### src/rtl/i2s_rx.sv
// I2S receiver: oversamples the serial bus on clk_74a, locks to word select
// and delivers left/right sample pairs with a one-cycle strobe.
module i2s_rx #(
    parameter int unsigned DATA_WIDTH = 16
) (
    input  logic                  clk_74a,
    input  logic                  reset_n,
    input  logic                  audio_sclk,
    input  logic                  audio_lrck,
    input  logic                  audio_adc,
    output logic [DATA_WIDTH-1:0] left_sample,
    output logic [DATA_WIDTH-1:0] right_sample,
    output logic                  sample_valid,
    output logic                  word_drop
);

    localparam int unsigned      CNT_W    = $clog2(DATA_WIDTH + 1);
    localparam logic [CNT_W-1:0] CNT_FULL = CNT_W'(DATA_WIDTH);
    localparam logic [CNT_W-1:0] CNT_LAST = CNT_W'(DATA_WIDTH - 1);

    typedef enum logic [1:0] {
        UNLOCKED = 2'd0,
        SKIP     = 2'd1,
        SHIFT    = 2'd2
    } state_t;

    // Bit order in the synchronizer vectors: {sclk, lrck, adc}
    logic [2:0]            sync_q1;
    logic [2:0]            sync_q2;
    logic [2:0]            sync_q3;

    state_t                state;
    state_t                state_d;

    logic                  prev_lrck;
    logic                  have_prev;
    logic                  chan;
    logic                  left_ok;
    logic [CNT_W-1:0]      bit_cnt;
    logic [DATA_WIDTH-1:0] shreg;
    logic [DATA_WIDTH-1:0] hold;

    logic                  bit_evt_c;
    logic                  lrck_c;
    logic                  adc_c;
    logic                  lrck_chg_c;
    logic [DATA_WIDTH-1:0] word_c;
    logic                  start_c;
    logic                  shift_c;
    logic                  done_c;
    logic                  partial_c;

    // Two-flop synchronizers plus one delay stage; lrck/adc stay aligned with the delayed sclk
    always_ff @(posedge clk_74a or negedge reset_n) begin
        if (!reset_n) begin
            sync_q1 <= '0;
            sync_q2 <= '0;
            sync_q3 <= '0;
        end else begin
            sync_q1 <= {audio_sclk, audio_lrck, audio_adc};
            sync_q2 <= sync_q1;
            sync_q3 <= sync_q2;
        end
    end

    assign bit_evt_c  = sync_q2[2] & ~sync_q3[2];
    assign lrck_c     = sync_q3[1];
    assign adc_c      = sync_q3[0];
    // The first sampled lrck after reset only seeds the history; it is never a transition
    assign lrck_chg_c = bit_evt_c & have_prev & (lrck_c != prev_lrck);
    assign word_c     = {shreg[DATA_WIDTH-2:0], adc_c};

    // State register
    always_ff @(posedge clk_74a or negedge reset_n) begin
        if (!reset_n) begin
            state <= UNLOCKED;
        end else begin
            state <= state_d;
        end
    end

    // Next-state and datapath control decode
    always_comb begin
        state_d   = state;
        start_c   = 1'b0;
        shift_c   = 1'b0;
        done_c    = 1'b0;
        partial_c = 1'b0;
        case (state)
            UNLOCKED: begin
                if (lrck_chg_c) begin
                    state_d = SKIP;
                end
            end
            SKIP: begin
                if (lrck_chg_c) begin
                    state_d = SHIFT;
                    start_c = 1'b1;
                end
            end
            SHIFT: begin
                if (lrck_chg_c) begin
                    start_c   = 1'b1;
                    partial_c = (bit_cnt != '0) && (bit_cnt < CNT_FULL);
                end else if (bit_evt_c && (bit_cnt < CNT_FULL)) begin
                    shift_c = 1'b1;
                    done_c  = (bit_cnt == CNT_LAST);
                end
            end
            default: begin
                state_d = UNLOCKED;
            end
        endcase
    end

    // Shifter, channel tracking, left holding register and output pair
    always_ff @(posedge clk_74a or negedge reset_n) begin
        if (!reset_n) begin
            prev_lrck    <= 1'b0;
            have_prev    <= 1'b0;
            chan         <= 1'b0;
            left_ok      <= 1'b0;
            bit_cnt      <= '0;
            shreg        <= '0;
            hold         <= '0;
            left_sample  <= '0;
            right_sample <= '0;
            sample_valid <= 1'b0;
            word_drop    <= 1'b0;
        end else begin
            sample_valid <= 1'b0;
            word_drop    <= 1'b0;
            if (bit_evt_c) begin
                prev_lrck <= lrck_c;
                have_prev <= 1'b1;
            end
            // The adc bit on a transition event is the previous slot's trailing bit
            if (start_c) begin
                chan      <= lrck_c;
                bit_cnt   <= '0;
                shreg     <= '0;
                word_drop <= partial_c;
                if (!lrck_c) begin
                    left_ok <= 1'b0;
                end
            end
            if (shift_c) begin
                shreg   <= word_c;
                bit_cnt <= bit_cnt + CNT_W'(1);
            end
            if (done_c) begin
                if (!chan) begin
                    hold    <= word_c;
                    left_ok <= 1'b1;
                end else if (left_ok) begin
                    left_sample  <= hold;
                    right_sample <= word_c;
                    sample_valid <= 1'b1;
                end else begin
                    word_drop <= 1'b1;
                end
            end
        end
    end

endmodule

### config.mk
export PLATFORM = sky130hd
export DESIGN_NAME = i2s_rx
export DESIGN_NICKNAME = d
export VERILOG_FILES = /design/src/rtl/i2s_rx.sv
export SDC_FILE = /design/constraint.sdc
export NUM_CORES = 1
export LEC_CHECK = 0
export BUFFER_PORTS_ARGS = -buffer_cell sky130_fd_sc_hd__buf_2
export CORE_MARGIN = 8
export CORE_UTILIZATION = 60
export DETAILED_ROUTE_END_ITERATION = 7
export PLACE_DENSITY = 0.82
export REMOVE_ABC_BUFFERS = 1
export SYNTH_ARGS = -nofsm -noshare
export SYNTH_HDL_FRONTEND = slang
export SYNTH_SLANG_ARGS = --single-unit
### constraint.sdc
create_clock -name clk_74a -period 5.9 [get_ports clk_74a]
set_input_delay 0.59 -clock clk_74a [delete_from_list [all_inputs] [get_ports clk_74a]]
set_output_delay 0.59 -clock clk_74a [all_outputs]
set_load 0.1 [all_outputs]
# Word-level counts from Yosys, hierarchy flattened

Index checks and enable logic that the tools add are counted.

Register bits: 85
Output and inout port bits: 34
Logic and storage cells: 66
Input bits: 5

Add/subtract/negate cells: 1
Equality and inequality tests: 6
Reductions and logical operators: 9
Order comparisons: 1
Bitwise operators: 6
Muxes and demuxes: 28

Operators by type and width:

| kind                                                             | count |
|---|---|
| 15-bit two-way mux                                               | 2 |
| 1-bit two-way mux                                                | 21 |
| 5-bit two-way mux                                                | 2 |
| 2-bit one-hot mux with 3 select lines                            | 1 |
| 3-bit AND reduction                                              | 2 |
| 5-bit by 1-bit adder with 5-bit output (second input constant)   | 1 |
| 5-bit by 4-bit == test with 1-bit output (second input constant) | 1 |
| 5-bit < comparator (second input constant)                       | 1 |
| 5-bit nonzero test                                               | 1 |
| 2-bit two-way mux                                                | 2 |
| 2-bit != test (second input constant)                            | 2 |
| 1-bit AND                                                        | 3 |
| 1-bit NOT                                                        | 3 |
| 2-bit by 1-bit == test with 1-bit output (second input constant) | 1 |
| 2-bit == test (second input constant)                            | 1 |
| 1-bit logical AND                                                | 2 |
| 2-bit zero test                                                  | 1 |
| 2-bit AND reduction                                              | 1 |
| 2-bit nonzero test                                               | 1 |
| 2-bit OR reduction                                               | 1 |
| 1-bit != test                                                    | 1 |

# Logic depth before layout (Yosys ltp)

Depth in word-level cells: 10
Mapped depth: 7
Mapped depth without buffers: 6

# Worst setup path before layout

No wires, ideal clock.

Path kind: register to register
Start: reg bit_cnt[0]
End: reg left_sample[15]
Stages on the path, launching flop included: 8
Arrival: 1.809 ns
Library setup time: 0.126 ns
Data required time: 5.774 ns
Period minus slack after synthesis: 1.935 ns
Path slack: 3.965 ns
Buffers on the path: 1
Cell sequence: dfrtp_1 ha_1 and3_1 ha_1 and3_1 nand3_2 buf_4 mux2_2

Word-level cells in the longest chain between the ends: 6
Elaborated cells on any way between the ends: 7
Classes of those cells: 1 x order compare; 1 x eq/ne; 3 x mux; 2 x reduce/logical

RTL lines:

| item                                   | RTL line | text |
|---|---|---|
| start: declaration                     | 39       | `logic [CNT_W-1:0] bit_cnt;` |
| start signal: assignment               | 149      | `bit_cnt <= bit_cnt + CNT_W'(1);` |
| 5-bit < comparator                     | 105      | `end else if (bit_evt_c && (bit_cnt < CNT_FULL)) begin` |
| 1-bit logical AND                      | 105      |  |
| 1-bit two-way mux *                    | 105      |  |
| 1-bit two-way mux *                    | 102      | `if (lrck_chg_c) begin` |
| 1-bit two-way mux *                    | 89       | `case (state)` |
| 3-bit AND reduction (no source line) * | n/a      |  |
| end signal: assignment                 | 156      | `left_sample <= hold;` |
| end: declaration                       | 11       | `output logic [DATA_WIDTH-1:0] left_sample,` |

Mark *: on every way between the ends. The rest lies on a longest branch, timed or not.
A chain may end at the register's enable or synchronous reset.

# Worst setup path after layout

Start: reg bit_cnt[0]
End: reg left_sample[0]

The elaborated chain is that of the path after synthesis.

==> impl_metrics.env <==
export IMPL_final_setup_tns_ns=0
export IMPL_hold_viol_final=0
export IMPL_swShare=0.2447
export IMPL_use_met3=0.05071
export IMPL_clkLatencyLatePin_ns=0.35
export IMPL_reg2reg_slack_ns=3.32
export IMPL_grtUsageTotal=0.1455
export IMPL_grt_busiest_layer="met2"
export IMPL_power_density_nw_per_um2=322.6
export IMPL_peakVddDrop_uv=207.5
export IMPL_ys_ff_latch=85
export IMPL_worst_pin_slew_ns=0.9999
export IMPL_place_ws_ns=3.288
export IMPL_diodes=0
export IMPL_gp_congestion=0.8822
export IMPL_finalPower_mw=1.221
export IMPL_timing_worst_setup_path_type="reg2reg"
export IMPL_final_cell_mix="dfrtp_1, mux2_2, buf_2"
export IMPL_grt_use_met2=0.2202
export IMPL_comb_power_share=0.103
export IMPL_h_tree_depth=3
export IMPL_yosys_cell_types_count=34
export IMPL_clock_power_share=0.378
export IMPL_crit_path_start_kind="register"
export IMPL_internal_power_uw=922.3
export IMPL_num_vias=1813
export IMPL_die_area_um2=8176
export IMPL_die_w_um=90.42
export IMPL_max_freq_ghz=0.3869
export IMPL_syn_avg_cell_area_um2=15.75
export IMPL_fin_hold_ws_ns=0.3416
export IMPL_post_cts_resized=0
export IMPL_dp_hpwl_um=3665
export IMPL_setup_ws_ns=3.315
export IMPL_drc=0
export IMPL_ant_nets=0
export IMPL_ys_seq_area_frac=0.6401
export IMPL_fin_skew_ns=0.01206
export IMPL_rows=27
export IMPL_clock_path_buffers=2
export IMPL_worst_slew_margin_rel=0.3334
export IMPL_cp_arrival_ns=2.81
export IMPL_setup_viol=0
export IMPL_ys_warn_count=0
export IMPL_synth_cells=211
export IMPL_drive_gt1_frac=0.4341
export IMPL_grt_first_pass_wirelength_um=9370
export IMPL_drt_iter0_markers=74
export IMPL_met1_usage=0.1807
export IMPL_seq_power_share=0.519
export IMPL_postCtsHoldBufs=0
export IMPL_grt_max_degree=86
export IMPL_area_growth_pct=13.89
export IMPL_nets=264
export IMPL_slew_violations=0
export IMPL_antenna_found_initial=0
export IMPL_routed_wl_um=5564
export IMPL_post_cts_buffers=0
export IMPL_multi_input_area_um2=1112
export IMPL_overflow=0
export IMPL_status="complete, no violations"
export IMPL_core_um2=5439
export IMPL_firstDrtPassIters=4
export IMPL_die_y_um=90.42
export IMPL_viasPerCell=5.494
export IMPL_portBuffers=38
export IMPL_required_ns=6.13
export IMPL_worstHoldPathType="in2reg"
export IMPL_drv_cap=0
export IMPL_clkSlewWorstSetupHoldPaths_ns=0.08
export IMPL_initial_utilization=0.6110
export IMPL_tritoncts="done"
export IMPL_routedWlPerCell_um=16.86
export IMPL_synth_edf_count=0
export IMPL_n_fill_cell=378
export IMPL_syn_area_um2=3323
export IMPL_path_max_fanout=32
export IMPL_endpoint_kind="register"
export IMPL_p_sw_uw=298.8
export IMPL_pin_count=39
export IMPL_rsz0062_at_grt="no"
export IMPL_clock_root_buffer="clkbuf_8"
export IMPL_grt_pass1_vias=1895
export IMPL_period_share=0.4381
export IMPL_cts_made_buffers=9
export IMPL_ys_flop_type="dfrtp_1"
export IMPL_cts_sinks=85
export IMPL_seqCellArea_um2=2127
export IMPL_leakagePower_nw=2.071
export IMPL_period_minus_slack_ns=2.585
export IMPL_synthArstFlopShare=1.000
export IMPL_final_common_cell="dfrtp_1"
per-stage QoR:
stage,area (um^2),util,std cells
6_report,3785,0.6959,330
5_1_grt,3785,0.6959,330
4_1_cts,3785,0.6959,330
3_5_place_dp,3552,0.6531,314
3_3_place_gp,3552,0.6531,314
2_1_floorplan,3269,-,204
synthesized netlist by cell type, types with 2 or more instances:
library cell  instances  area share
a21oi_1               2      0.0030
dfrtp_1              85        0.64
mux2_4                9       0.041
mux2_2               41        0.14
nor2_1                2      0.0023
ha_1                  6       0.023
mux2i_1               2      0.0060
a22o_1               17       0.045
buf_4                 3      0.0068
o21ai_0               2      0.0030
and3_1                2      0.0038
inv_1                 8      0.0090
nand2_1               7      0.0079
nand4_1               3      0.0056
and2_1                2      0.0038
buf_6                 2      0.0068
area by class of cell:
cell class	instances	share of cell area
Clock buffer	12	0.04099
Multi-Input combinational cell	111	0.2939
Timing Repair Buffer	38	0.05091
Sequential cell	85	0.5620
Tap cell	72	0.02380
Clock inverter	4	0.02050
Inverter	8	0.007934
registers in the layout (all words and copies together) (netlist names):
| signal | flops |
|---|---|
| sync_q2 | 3 |
| state | 2 |
| word_drop | 1 |
| hold | 16 |
| shreg | 15 |
| left_ok | 1 |
| prev_lrck | 1 |
| right_sample | 16 |
| sample_valid | 1 |
| sync_q3 | 3 |
| have_prev | 1 |
| left_sample | 16 |
| sync_q1 | 3 |
| chan | 1 |
| bit_cnt | 5 |
logic make-up (layout without fill, tap and decap cells):
kind of cell,Yosys count,in the layout,synth area share
flip-flops,85,85,0.6401
XOR/XNOR,1,1,0.004896
buffers and inverters,15,62,0.02522
AND/OR/NAND/NOR,24,24,0.04594
multiplexers,54,54,0.1958
AO/OA/AOI/OAI,26,26,0.06552
adder cells (fa/ha/maj),6,6,0.02259
layer usage:
layer,routed length [um],vias to the layer above,part of all wire
li1,-,834,-
met1,2607,929,0.47
met2,2587,40,0.46
met3,259,10,0.047
met4,110,0,0.020
met5,0,-,0
path summary, 6_finish.rpt:
kind	to	start	cells after the start
hold reg to reg	sync_q3[1]	sync_q2[1]	0
min in group asynchronous	right_sample[1]	reset_n	1
max in group asynchronous	state[1]	reset_n	1
hold / removal	sync_q1[1]	audio_lrck	1
setup / recovery	left_sample[0]	bit_cnt[0]	6
setup reg to reg	left_sample[0]	bit_cnt[0]	6
worst max-delay path, cell delays in order, from the launching register on:
cell and delay [ns]:
dfrtp_1 0.41, ha_1 0.21, and3_1 0.17, ha_1 0.23, and3_1 0.22, nand3_2 0.64, mux2_1 0.58
power by group through the flow:
stage               sequential [mW]  clock (mW)  combinational (mW)
floorplan                     0.637           0              0.0928
global placement              0.643           0               0.121
detailed placement            0.645           0               0.127
CTS                           0.634       0.472               0.128
global route                  0.638       0.494               0.140
finish                        0.634       0.462               0.126
(Power assumes the default switching activity.)
